### src/rtl/bcd_scan_ctrl.sv
// bcd_scan_ctrl
//   Converts a 32-bit unsigned value to four BCD digits (value mod 10000) with
//   a 32-step shift-and-add-3 conversion, then drives a 4-digit multiplexed
//   7-segment display.
//
//   Optional build macro: LEADING_ZERO_BLANK_EN
//     When defined, leading zero digits (thousands, hundreds, tens) are blanked;
//     the units digit is always shown.
//
// Ports
//   clk    in   1  clock, all state changes on rising edge
//   rst    in   1  asynchronous active-high reset
//   data   in  32  value to convert, sampled when start is accepted
//   start  in   1  conversion request, accepted only while busy=0
//   busy   out  1  high while a conversion is in progress
//   done   out  1  one-cycle pulse when new digits are committed
//   anode  out  4  active-low one-hot digit enable, bit0 = units
//   seg    out  7  active-low segments {g,f,e,d,c,b,a}

module bcd_scan_ctrl #(
    parameter int unsigned REFRESH_DIV = 100000
) (
    input  logic        clk,
    input  logic        rst,
    input  logic [31:0] data,
    input  logic        start,
    output logic        busy,
    output logic        done,
    output logic [3:0]  anode,
    output logic [6:0]  seg
);

    localparam int unsigned CW = (REFRESH_DIV > 2) ? $clog2(REFRESH_DIV) : 1;

    typedef enum logic {
        IDLE = 1'b0,
        CONV = 1'b1
    } state_t;

    state_t      state, state_nxt;
    logic        load, step, commit;

    logic [31:0] shift_q;
    logic [15:0] bcd_q;
    logic [4:0]  iter_q;
    logic [15:0] digits_q;

    logic [15:0] bcd_adj;
    logic [47:0] cat_sh;
    logic [15:0] bcd_nxt;
    logic [31:0] shift_nxt;

    logic [CW-1:0] refresh_q;
    logic [1:0]    index_q;

    logic [3:0]  slot_digit;
    logic        blank;
    logic [6:0]  dec;
    logic [3:0]  anode_nxt;
    logic [6:0]  seg_nxt;

    // ---------------------------------------------------------------
    // Conversion FSM
    // ---------------------------------------------------------------
    always_ff @(posedge clk or posedge rst) begin
        if (rst) begin
            state <= IDLE;
        end else begin
            state <= state_nxt;
        end
    end

    always_comb begin
        state_nxt = state;
        load      = 1'b0;
        step      = 1'b0;
        commit    = 1'b0;
        case (state)
            IDLE: begin
                if (start) begin
                    load      = 1'b1;
                    state_nxt = CONV;
                end
            end
            CONV: begin
                step = 1'b1;
                if (iter_q == 5'd31) begin
                    commit    = 1'b1;
                    state_nxt = IDLE;
                end
            end
            default: state_nxt = IDLE;
        endcase
    end

    assign busy = (state == CONV);

    // ---------------------------------------------------------------
    // Shift-and-add-3 datapath. Only four BCD nibbles are kept; carries
    // never flow downward, so the low four digits are exact and the bit
    // leaving the thousands nibble is simply dropped.
    // ---------------------------------------------------------------
    always_comb begin
        bcd_adj = bcd_q;
        for (int unsigned i = 0; i < 4; i++) begin
            if (bcd_q[i*4 +: 4] >= 4'd5) begin
                bcd_adj[i*4 +: 4] = bcd_q[i*4 +: 4] + 4'd3;
            end
        end
        cat_sh    = {bcd_adj, shift_q} << 1;
        bcd_nxt   = cat_sh[47:32];
        shift_nxt = cat_sh[31:0];
    end

    // The committed digits take the result of the final step directly, so
    // they change only on the last conversion edge.
    always_ff @(posedge clk or posedge rst) begin
        if (rst) begin
            shift_q  <= '0;
            bcd_q    <= '0;
            iter_q   <= '0;
            digits_q <= '0;
            done     <= 1'b0;
        end else begin
            done <= commit;
            if (load) begin
                shift_q <= data;
                bcd_q   <= '0;
                iter_q  <= '0;
            end else if (step) begin
                shift_q <= shift_nxt;
                bcd_q   <= bcd_nxt;
                iter_q  <= iter_q + 5'd1;
            end
            if (commit) begin
                digits_q <= bcd_nxt;
            end
        end
    end

    // ---------------------------------------------------------------
    // Display scanning, free-running regardless of conversion state
    // ---------------------------------------------------------------
    always_ff @(posedge clk or posedge rst) begin
        if (rst) begin
            refresh_q <= '0;
            index_q   <= '0;
        end else begin
            if (refresh_q == CW'(REFRESH_DIV - 1)) begin
                refresh_q <= '0;
                index_q   <= index_q + 2'd1;
            end else begin
                refresh_q <= refresh_q + 1'b1;
            end
        end
    end

    always_comb begin
        slot_digit = digits_q[{index_q, 2'b00} +: 4];
`ifdef LEADING_ZERO_BLANK_EN
        blank = ((index_q == 2'd3) && (digits_q[15:12] == 4'd0)) ||
                ((index_q == 2'd2) && (digits_q[15:8]  == 8'd0)) ||
                ((index_q == 2'd1) && (digits_q[15:4]  == 12'd0));
`else
        blank = 1'b0;
`endif
        case (slot_digit)
            4'd0:    dec = 7'b1000000;
            4'd1:    dec = 7'b1111001;
            4'd2:    dec = 7'b0100100;
            4'd3:    dec = 7'b0110000;
            4'd4:    dec = 7'b0011001;
            4'd5:    dec = 7'b0010010;
            4'd6:    dec = 7'b0000010;
            4'd7:    dec = 7'b1111000;
            4'd8:    dec = 7'b0000000;
            4'd9:    dec = 7'b0010000;
            default: dec = 7'b1111111;
        endcase
        anode_nxt = ~(4'b0001 << index_q);
        seg_nxt   = blank ? 7'b1111111 : dec;
    end

    always_ff @(posedge clk or posedge rst) begin
        if (rst) begin
            anode <= '1;
            seg   <= '1;
        end else begin
            anode <= anode_nxt;
            seg   <= seg_nxt;
        end
    end

endmodule
### config.mk
export PLATFORM = sky130hd
export DESIGN_NAME = bcd_scan_ctrl
export DESIGN_NICKNAME = d
export VERILOG_FILES = /design/src/rtl/bcd_scan_ctrl.sv
export SDC_FILE = /design/constraint.sdc
export NUM_CORES = 1
export LEC_CHECK = 0
export ABC_AREA = 1
export BUFFER_PORTS_ARGS = -buffer_cell sky130_fd_sc_hd__buf_4
export CAP_MARGIN = 10
export CORE_ASPECT_RATIO = 1.5
export CORE_MARGIN = 5
export CORE_UTILIZATION = 64
export CTS_CLUSTER_DIAMETER = 120
export DETAILED_ROUTE_END_ITERATION = 10
export PLACE_DENSITY = 0.92
export SYNTH_ARGS = -nofsm -noshare
export SYNTH_HDL_FRONTEND = slang
export SYNTH_SLANG_ARGS = --single-unit
### constraint.sdc
create_clock -name clk -period 7.22 [get_ports clk]
set_clock_uncertainty 0.2 [all_clocks]
set_input_delay 0.361 -clock clk [delete_from_list [all_inputs] [get_ports clk]]
set_output_delay 0.361 -clock clk [all_outputs]
set_load 0.01 [all_outputs]
==> impl_metrics.yaml, run 1 <==
critical_path:
  critPathTopFamily: "buffers and inverters"
  cp-start-kind: "flop"
  crit_cells: 6
  required_ns: 7.27
  crit_path_end_kind: "flop"
  critPathMaxStageDelay_ns: 0.42
  critical_path.max_fanout: 33
  cp.arrival_ns: 2.15
  critPathKind: "reg2reg"
  path_cells: "buf_4 -> inv_2 -> nand2_1 -> inv_2 -> nand2_1 -> o211ai_1"
  cp_num_buf_inv: 3
  cpMaxStageDelayCell: "inv_2"
  r2r_cells: 6
global_route:
  grt_pass1_wl_um: 17700
  grt-ovfl-total: 0
  grt_usage_pct: 23.3
  grt_max_degree: 71
  grt_pass1_vias: 4149
  antenna_found_initial: 0
layout:
  stdcell_count: 729
  regArea_mm2: 0.00254
  nets: 677
  num-fill-cells: 508
  diodes: 0
  multi_input_area_mm2: 0.00199
  syn2layout_area_growth_pct: 15.5
  post-route-util_pct: 75.1
  layout-drive-gt1-share_pct: 16.1
placement:
  globalplace.congestion: 0.906
  port_buffers: 47
  dpl.hpwl_um: 7380
  placed_cells: 712
clock_network:
  cts_max_level: 3
  ctsRootBufferMaster: "clkbuf_16"
  clk_path_buf_depth: 2
  post_cts_buffers: 0
  cts_buffers: 9
  cts_tree: "built"
  cts.clk_slew.worst_paths_ns: 0.06
  cts.sinks: 101
  clock_latency_ns: 0.34
timing:
  worst_pin_slew_ns: 0.857
  drv_slew: 0
  fin_tns_setup_ns: 0
  rsz0062_at_grt: "false"
  final-hold-violation-count: 0
  setup_viol: 0
  period_minus_slack_ns: 2.09
  min_period_over_period_pct: 29.0
  max_slew_margin_pct: 42.9
  fmax_ghz: 0.477
floorplan:
  rows: 39
  die_w_um: 81.6
  dieArea_mm2: 0.00958
  io-pin-count: 48
  core_mm2: 0.00756
  floorplan.initialDensity_pct: 65.1
  fp.dieH_um: 117
synth:
  ys_warn_count: 0
  synthArstFlopShare_pct: 100
  synth-seq-cells: 101
  synth.avg_cell_area_um2: 8.54
  syn-num-nets: 631
  synth_edf_count: 0
  yosysUniqueCellTypes: 32
  syn_inst: 576
  ys.flop_type: "dfrtp_1"
  synth_area_mm2: 0.00492
  synth_seq_area_share_pct: 51.6
pwr:
  ir_drop_mv: 0.244
  powerDensity_mw_per_mm2: 349
  leakagePower_nw: 2.87
route:
  ant_nets: 0
  dr_total_vias: 4032
  detail_route.first_pass.iterations: 5
  initialDrtViolationCount: 167
  routedWlPerCell_um: 14.4
  drc_errors: 0
  totalWireLength_um: 10500
  viasPerCell: 5.53
outcome:
  outcome: "finished clean"
run:
  maxCapViolations: 0
min_path:
  min_path_type: "in2reg"
  min_path_cells: 3
-- flip-flops by register name (all words and copies together), names as in the netlist --
signal,count
busy,1
shift_q,32
seg,7
anode,4
bcd_q,16
index_q,2
done,1
digits_q,16
iter_q,5
refresh_q,17
-- power by group --
group | total [W] | leakage, nW | switching [W] | internal, W
Combinational | 0.000633 | 1.45 | 0.000394 | 0.000238
Clock | 0.000523 | 0.163 | 0.000201 | 0.000321
Sequential | 0.000830 | 1.26 | 0.0000907 | 0.000739
-- stage by stage --
stage	power [W]	setup WS [ns]	area (µm²)	hold WS [ns]
after global placement	0.00141	5.23	5350	0.214
after floorplan	0.00127	4.03	4920	0.230
final	0.00199	5.13	5680	0.0288
after CTS	0.00199	5.11	5680	0.0239
after detailed placement	0.00146	5.15	5350	0.212
after global routing	0.00212	4.88	5680	0.0369
-- worst paths after layout --
path / startpoint / endpoint / slack, ns
setup reg to reg: busy$_DFF_PP0_ / shift_q[27]$_DFFE_PP0P_ / 5.13
setup / recovery: busy$_DFF_PP0_ / shift_q[27]$_DFFE_PP0P_ / 5.13
max in group asynchronous: rst / shift_q[21]$_DFFE_PP0P_ / 5.20
min in group asynchronous: rst / refresh_q[4]$_DFF_PP0_ / 0.39
hold reg to reg: refresh_q[0]$_DFF_PP0_ / refresh_q[0]$_DFF_PP0_ / 0.26
hold / removal: data[25] / shift_q[25]$_DFFE_PP0P_ / 0.03
-- placed cells by master, fill, tap and decap left out, types with 2 or more instances in the layout --
| master | netlist | routed |
|---|---|---|
| o21ai_1 | 2 | 2 |
| nor2_1 | 31 | 31 |
| nand2_2 | 7 | 7 |
| nor2_2 | 2 | 2 |
| o22ai_1 | 5 | 5 |
| nand2_1 | 178 | 178 |
| xor2_1 | 10 | 10 |
| nand3_1 | 47 | 47 |
| a21oi_1 | 2 | 2 |
| dfstp_2 | 11 | 11 |
| nand3b_1 | 2 | 2 |
| o211ai_1 | 17 | 17 |
| bufinv_16 | 0 | 2 |
| ha_1 | 20 | 20 |
| inv_1 | 72 | 71 |
| clkbuf_8 | 0 | 2 |
| dfrtp_1 | 90 | 90 |
| inv_2 | 8 | 8 |
| buf_4 | 0 | 51 |
| nand3_2 | 2 | 2 |
| a22o_1 | 3 | 3 |
| clkbuf_16 | 0 | 9 |
| o21ai_0 | 22 | 22 |
| nor2_4 | 2 | 2 |
| o221ai_1 | 11 | 11 |
| nand4_1 | 9 | 9 |
| clkinv_2 | 0 | 3 |
-- repair_timing --
item | 4_1_cts | 5_1_grt
gates resized for setup | 0 | 0
endpoints found under the hold margin | 20 | 0
endpoints found under the setup margin | 0 | 0
hold buffers | 1 | 0
-- synth_stat cells (2+ instances only) --
| cell | instances | area share [%] |
|---|---|---|
| xor2_1 | 10 | 1.8 |
| o221ai_1 | 11 | 2.0 |
| nor2_2 | 2 | 0.25 |
| nand2_1 | 178 | 14 |
| clkbuf_1 | 3 | 0.23 |
| nor2_4 | 2 | 0.46 |
| buf_2 | 12 | 1.2 |
| o21ai_0 | 22 | 2.2 |
| o211ai_1 | 17 | 2.6 |
| nand3_1 | 47 | 4.8 |
| nand3_2 | 2 | 0.41 |
| o22ai_1 | 5 | 0.64 |
| nand3b_1 | 2 | 0.31 |
| dfstp_2 | 11 | 5.9 |
| inv_1 | 72 | 5.5 |
| nor2_1 | 31 | 2.4 |
| ha_1 | 20 | 5.1 |
| o21ai_1 | 2 | 0.20 |
| a21oi_1 | 2 | 0.20 |
| nand2_2 | 7 | 0.89 |
| nand4_1 | 9 | 1.1 |
| a22o_1 | 3 | 0.53 |
| dfrtp_1 | 90 | 46 |
| inv_2 | 8 | 0.61 |
-- final cells by class --
class | instances | share of cell area (%)
clock inverter | 4 | 1.23
sequential | 101 | 44.7
tap | 102 | 2.25
timing repair buffer | 52 | 6.91
inverter | 80 | 5.31
clock buffer | 12 | 4.51
multi-input combinational | 378 | 35.1
-- cells by family (layout without fill, tap and decap cells) --
| family | count (synthesis) | count (layout) | share of synthesized area, % |
|---|---|---|---|
| AO/OA/AOI/OAI | 65 | 65 | 9.08 |
| XOR/XNOR | 10 | 10 | 1.78 |
| adder cells (fa/ha/maj) | 20 | 20 | 5.09 |
| buffers and inverters | 97 | 148 | 7.86 |
| flip-flops | 101 | 101 | 51.6 |
| AND/OR/NAND/NOR | 283 | 283 | 24.6 |
-- tightest hold or removal path: cells and delay by family --
kind	cells	cell delay (ns)
AO/OA/AOI/OAI	1	0.05
buffers and inverters	1	0.08
AND/OR/NAND/NOR	1	0.04
-- per-layer routing --
layer	vias to the layer above	track usage, %	part of all wire [%]	wire (µm)
met4	0	11.4	3.3	345
li1	1936	-	-	-
met1	1948	25.9	38	3930
met5	-	0	0	0
met2	114	41.2	55	5730
met3	34	4.37	4.4	465
Power figures use the tool's default switching activity.
==> inputs of run 2 (changes only) <==
==> config.mk (replaced) <==
export PLATFORM = sky130hd
export DESIGN_NAME = bcd_scan_ctrl
export DESIGN_NICKNAME = d
export VERILOG_FILES = /design/src/rtl/bcd_scan_ctrl.sv
export SDC_FILE = /design/constraint.sdc
export NUM_CORES = 1
export LEC_CHECK = 0
export ABC_AREA = 0
export BUFFER_PORTS_ARGS = -buffer_cell sky130_fd_sc_hd__buf_4
export CAP_MARGIN = 10
export CORE_ASPECT_RATIO = 1.5
export CORE_MARGIN = 5
export CORE_UTILIZATION = 59
export CTS_CLUSTER_DIAMETER = 120
export DETAILED_ROUTE_END_ITERATION = 10
export PLACE_DENSITY = 0.87
export SYNTH_ARGS = -nofsm -noshare
export SYNTH_HDL_FRONTEND = slang
export SYNTH_SLANG_ARGS = --single-unit
==> constraint.sdc (replaced) <==
create_clock -name clk -period 2.1 [get_ports clk]
set_clock_uncertainty 0.2 [all_clocks]
set_input_delay 0.105 -clock clk [delete_from_list [all_inputs] [get_ports clk]]
set_output_delay 0.105 -clock clk [all_outputs]
set_load 0.01 [all_outputs]
==> impl_metrics.yaml, run 2 <==
outcome:
  outcome: "finished clean"
global_route:
  grt_usage_pct: 20.7
  grt_pass1_vias: 3622
  grt_max_degree: 102
  grt-ovfl-total: 0
  antenna_found_initial: 0
  grt_pass1_wl_um: 16800
pwr:
  power_w: 0.00707
  ir_drop_mv: 0.635
  clkPwrFrac_pct: 23.0
  p_sw_w: 0.00230
  leakagePower_nw: 2.87
  combPwrFrac_pct: 34.2
  powerDensity_mw_per_mm2: 1170
  p_int_w: 0.00476
  seq_power_share_pct: 42.8
  swShare_pct: 32.6
floorplan:
  dieArea_mm2: 0.0102
  rows: 40
  die_w_um: 84.1
  core_mm2: 0.00806
  floorplan.initialDensity_pct: 60.4
  io-pin-count: 48
  fp.dieH_um: 121
layout:
  largest_reg_flops: 32
  largestRegisters: "shift_q: 32 flops, refresh_q: 17 flops"
  layout-drive-gt1-share_pct: 19.1
  final_common_cell: "dfrtp_1"
  final_cell_mix: "dfrtp_1 (88), buf_4 (59), nand2_1 (47), o21ai_0 (46), mux2i_1 (39)"
  largest_register: "shift_q"
  diodes: 0
  post-route-util_pct: 74.6
  nets: 588
  syn2layout_area_growth_pct: 23.6
synth:
  synthMuxAreaShare_pct: 12.4
  synth_edf_count: 0
  synth_area_mm2: 0.00486
  synth-simple-area-share_pct: 13.5
  synth-seq-cells: 101
  synth_seq_area_share_pct: 52.2
  synth_adder_area_share_pct: 5.14
  synth.avg_cell_area_um2: 10.8
  ys.flop_type: "dfrtp_1"
  synth_top_area_share_pct: 46.3
  syn_inst: 449
  synth-compound-area-share_pct: 9.70
  ys_warn_count: 0
  synthArstFlopShare_pct: 100
  synth_xor_area_share_pct: 3.60
  syn-num-nets: 504
  yosysUniqueCellTypes: 37
  synth_most_common_cell: "dfrtp_1"
  synth_top_family_by_area: "simple AND/OR/NAND/NOR gates"
  ys_top_cells_by_count: "dfrtp_1 (90), nand2_1 (47), o21ai_0 (46)"
  synth.area.top_cells: "dfrtp_1 (46%), mux2i_1 (8.0%), dfstp_2 (5.9%), ha_1 (5.1%), o21ai_0 (4.7%)"
  yosysTopAreaCell: "dfrtp_1"
placement:
  dpl.hpwl_um: 6310
  globalplace.congestion: 0.860
  port_buffers: 47
route:
  wl_met3_um: 390
  wl_met1_um: 3980
  viasPerCell: 5.67
  top_layer_used: "met4"
  routedWlPerCell_um: 15.6
  ant_nets: 0
  initialDrtViolationCount: 222
  dr_total_vias: 3647
  detail_route.first_pass.iterations: 4
  dr_wl_met2_um: 5350
  drc_errors: 0
  totalWireLength_um: 10000
clock_network:
  cts_max_level: 3
  clock_latency_ns: 0.34
  cts_buffers: 9
  cts.sinks: 101
  cts.clk_slew.worst_paths_ns: 0.06
  clk_path_buf_depth: 2
  ctsRootBufferMaster: "clkbuf_16"
  cts_tree: "built"
timing:
  rsz0062_at_grt: "false"
  drv_slew: 0
  fin_tns_setup_ns: 0
  setup_viol: 0
  final-hold-violation-count: 0
  period_minus_slack_ns: 2.00
  worst_pin_slew_ns: 0.663
  min_period_over_period_pct: 95.4
  fmax_ghz: 0.499
  max_slew_margin_pct: 55.8
critical_path:
  critPathKind: "reg2reg"
  required_ns: 2.17
  cp-start-kind: "flop"
  cp.arrival_ns: 2.07
  crit_path_end_kind: "flop"
  critical_path.max_fanout: 6
run:
  maxCapViolations: 0
min_path:
  min_path_type: "in2async"
==> run 2: power by group through the flow <==
stage	registers [W]	logic, W	clock network, W
4_1_cts	0.00302	0.00241	0.00165
5_1_grt	0.00310	0.00270	0.00173
2_1_floorplan	0.00294	0.00174	0
3_5_place_dp	0.00303	0.00234	0
6_report	0.00303	0.00242	0.00162
3_3_place_gp	0.00299	0.00218	0
==> run 2: logic make-up after synthesis <==
| logic type | after synthesis |
|---|---|
| multiplexers | 54 |
| XOR/XNOR | 20 |
| adder cells (fa/ha/maj) | 20 |
| AND/OR/NAND/NOR | 131 |
| AO/OA/AOI/OAI | 83 |
| flip-flops | 101 |
| buffers and inverters | 40 |
==> run 2: worst max-delay path, cell delays in order, from the launching register on <==
cell     delay, ns
dfrtp_2       0.44
mux4_2        0.53
ha_1          0.19
or2_2         0.28
a21oi_1       0.21
nor2_1        0.07
==> run 2: layer usage <==
layer / vias up / GRT usage [%]
li1: 1713 / -
met1: 1817 / 24.1
met2: 93 / 36.8
met3: 24 / 3.74
met4: 0 / 9.66
met5: - / 0
==> run 2: area by class of cell <==
class / count / area [µm²]
clock buffers: 15 / 258
clock inverters: 1 / 30.0
fillers: 521 / 2040
inverters: 18 / 71.3
multi-input cells: 308 / 2160
flip-flops and latches: 101 / 2540
well taps: 105 / 131
repair buffers: 95 / 823
==> run 2: repair_timing <==
action,in CTS,in global routing
gates resized for setup,0,1
endpoints found under the hold margin,124,0
hold buffers,34,0
setup buffers,0,1
endpoints found under the setup margin,0,8
==> run 2: path summary, 6_finish.rpt <==
path	startpoint	to	slack, ns	cells past startpoint
worst max-delay path	index_q[0]$_DFFE_PP0N_	seg[0]$_DFF_PP1_	0.1	5
worst min-delay path	rst	bcd_q[0]$_DFFE_PP0P_	0.26	4
worst max register to register	index_q[0]$_DFFE_PP0N_	seg[0]$_DFF_PP1_	0.1	5
worst min register to register	refresh_q[0]$_DFF_PP0_	refresh_q[0]$_DFF_PP0_	0.29	1
max in group asynchronous	rst	index_q[0]$_DFFE_PP0N_	1.02	4
min in group clk	refresh_q[0]$_DFF_PP0_	refresh_q[0]$_DFF_PP0_	0.29	1
==> run 2: per-stage QoR <==
| stage | hold slack [ns] | setup slack (ns) | instance area, µm² | cells |
|---|---|---|---|---|
| final | 0.256 | 0.0960 | 6010 | 643 |
| after floorplan | 0.0614 | 0.0456 | 4870 | 449 |
| after global routing | 0.301 | 0.0120 | 6010 | 643 |
| after CTS | 0.288 | 0.0314 | 6010 | 642 |
| after detailed placement | 0.103 | 0.0455 | 5380 | 592 |
| after global placement | 0.0951 | 0.0869 | 5380 | 592 |
==> inputs of run 3 (changes only) <==
--- a/config.mk
+++ b/config.mk
@@ -13,7 +13,9 @@
 export CORE_UTILIZATION = 59
 export CTS_CLUSTER_DIAMETER = 120
 export DETAILED_ROUTE_END_ITERATION = 10
+export MAX_ROUTING_LAYER = met4
 export PLACE_DENSITY = 0.87
+export REMOVE_ABC_BUFFERS = 1
 export SYNTH_ARGS = -nofsm -noshare
 export SYNTH_HDL_FRONTEND = slang
 export SYNTH_SLANG_ARGS = --single-unit
==> impl_metrics.yaml, run 3 (synthesized netlist as in run 2, its figures left out) <==
timing:
  rsz0062_at_grt: "false"
  setup_viol: 0
  fmax_ghz: 0.490
  final-hold-violation-count: 0
  period_minus_slack_ns: 2.04
  drv_slew: 0
  min_period_over_period_pct: 97.2
  worst_pin_slew_ns: 0.491
  max_slew_margin_pct: 67.3
  fin_ws_ns: 0.0588
pwr:
  leakagePower_nw: 2.93
  p_sw_w: 0.00237
  combPwrFrac_pct: 33.6
  ir_drop_mv: 0.865
  p_int_w: 0.00493
  swShare_pct: 32.5
  clkPwrFrac_pct: 24.7
  powerDensity_mw_per_mm2: 1200
  seq_power_share_pct: 41.7
  power_w: 0.00729
min_path:
  min_path_type: "in2async"
global_route:
  grt_max_degree: 48
  grt_pass1_wl_um: 18500
  grt-ovfl-total: 0
  antenna_found_initial: 0
  grt_usage_pct: 23.6
  grt_pass1_vias: 3876
clock_network:
  cts_tree: "built"
  ctsRootBufferMaster: "clkbuf_16"
  cts_max_level: 3
  cts.sinks: 101
  cts_buffers: 9
  cts.clk_slew.worst_paths_ns: 0.07
  clock_latency_ns: 0.34
  clk_path_buf_depth: 2
critical_path:
  cp.arrival_ns: 2.07
  r2r_cells: 4
  required_ns: 2.13
  cp-start-kind: "flop"
  critPathKind: "reg2reg"
  crit_path_end_kind: "flop"
  critical_path.max_fanout: 2
layout:
  diodes: 0
  stdcell_count: 649
  largest_reg_flops: 32
  syn2layout_area_growth_pct: 25.2
  largest_register: "shift_q"
  final_common_cell: "dfrtp_1"
  nets: 594
  largestRegisters: "shift_q: 32 flops, refresh_q: 17 flops"
  layout-drive-gt1-share_pct: 21.1
  num-fill-cells: 467
  final_cell_mix: "dfrtp_1 (88), buf_4 (66), nand2_1 (47), o21ai_0 (46), mux2i_1 (39)"
floorplan:
  die_w_um: 84.1
  io-pin-count: 48
  fp.dieH_um: 121
  dieArea_mm2: 0.0102
  rows: 40
  floorplan.initialDensity_pct: 60.4
  core_mm2: 0.00806
route:
  dr_total_vias: 3655
  detail_route.first_pass.iterations: 5
  initialDrtViolationCount: 220
  routedWlPerCell_um: 16.8
  totalWireLength_um: 10900
  viasPerCell: 5.63
  drc_errors: 0
  ant_nets: 0
placement:
  globalplace.congestion: 0.838
  port_buffers: 47
  placed_cells: 596
  post-place-ws_ns: 0.0293
  dpl.hpwl_um: 6890
outcome:
  outcome: "finished clean"
run:
  maxCapViolations: 0
[run 3: stage by stage]
step                utilization (%)  hold WS, ns  area, µm²  TNS, ns
floorplan                         -      0.00318       4770  -114.66
global placement               66.9      -0.0279       5390        0
detailed placement             66.9      -0.0221       5390        0
CTS                            75.2        0.152       6060        0
global route                   75.6        0.192       6090        0
finish                         75.6        0.159       6090        0
[run 3: cell type report]
type | instances | area, µm² | area share (%)
Clock buffer | 12 | 256 | 4.21
Clock inverter | 4 | 70.1 | 1.15
Multi-Input combinational cell | 308 | 2160 | 35.5
Inverter | 18 | 70.1 | 1.15
Timing Repair Buffer | 101 | 856 | 14.1
Sequential cell | 101 | 2540 | 41.8
Tap cell | 105 | 131 | 2.16
[run 3: worst paths after layout]
kind,start,to,slack [ns]
worst max register to register,refresh_q[13]$_DFF_PP0_,index_q[1]$_DFFE_PP0N_,0.06
worst min-delay path,rst,shift_q[9]$_DFFE_PP0P_,0.16
max in group asynchronous,rst,seg[3]$_DFF_PP1_,0.87
min in group clk,digits_q[8]$_DFFE_PP0P_,digits_q[8]$_DFFE_PP0P_,0.29
worst min register to register,digits_q[8]$_DFFE_PP0P_,digits_q[8]$_DFFE_PP0P_,0.29
worst max-delay path,refresh_q[13]$_DFF_PP0_,index_q[1]$_DFFE_PP0N_,0.06
[run 3: what timing repair did]
item / in CTS / in global routing
setup buffers: 0 / 3
gates resized for setup: 1 / 2
endpoints found under the setup margin: 1 / 5
pin swaps: 0 / 2
endpoints found under the hold margin: 70 / 0
hold buffers: 34 / 0
[run 3: power by group through the flow]
| stage | Clock (W) | Sequential (W) | Combinational, W |
|---|---|---|---|
| 2_1_floorplan | 0 | 0.00300 | 0.00164 |
| 3_3_place_gp | 0 | 0.00301 | 0.00219 |
| 3_5_place_dp | 0 | 0.00305 | 0.00233 |
| 4_1_cts | 0.00182 | 0.00302 | 0.00240 |
| 5_1_grt | 0.00192 | 0.00310 | 0.00277 |
| 6_report | 0.00180 | 0.00304 | 0.00245 |
[run 3: critical path: stages (launching register included)]
cell	delay [ns]
dfrtp_1	0.38
or4b_4	0.54
nor4b_2	0.23
and4_1	0.25
mux2_2	0.34
[run 3: routing by layer]
metal	vias up	GRT usage, %	wire, µm
met1	1835	24.4	4000
met5	-	-	0
met3	18	5.03	294
met4	0	10.2	279
li1	1728	-	-
met2	74	42.8	6300
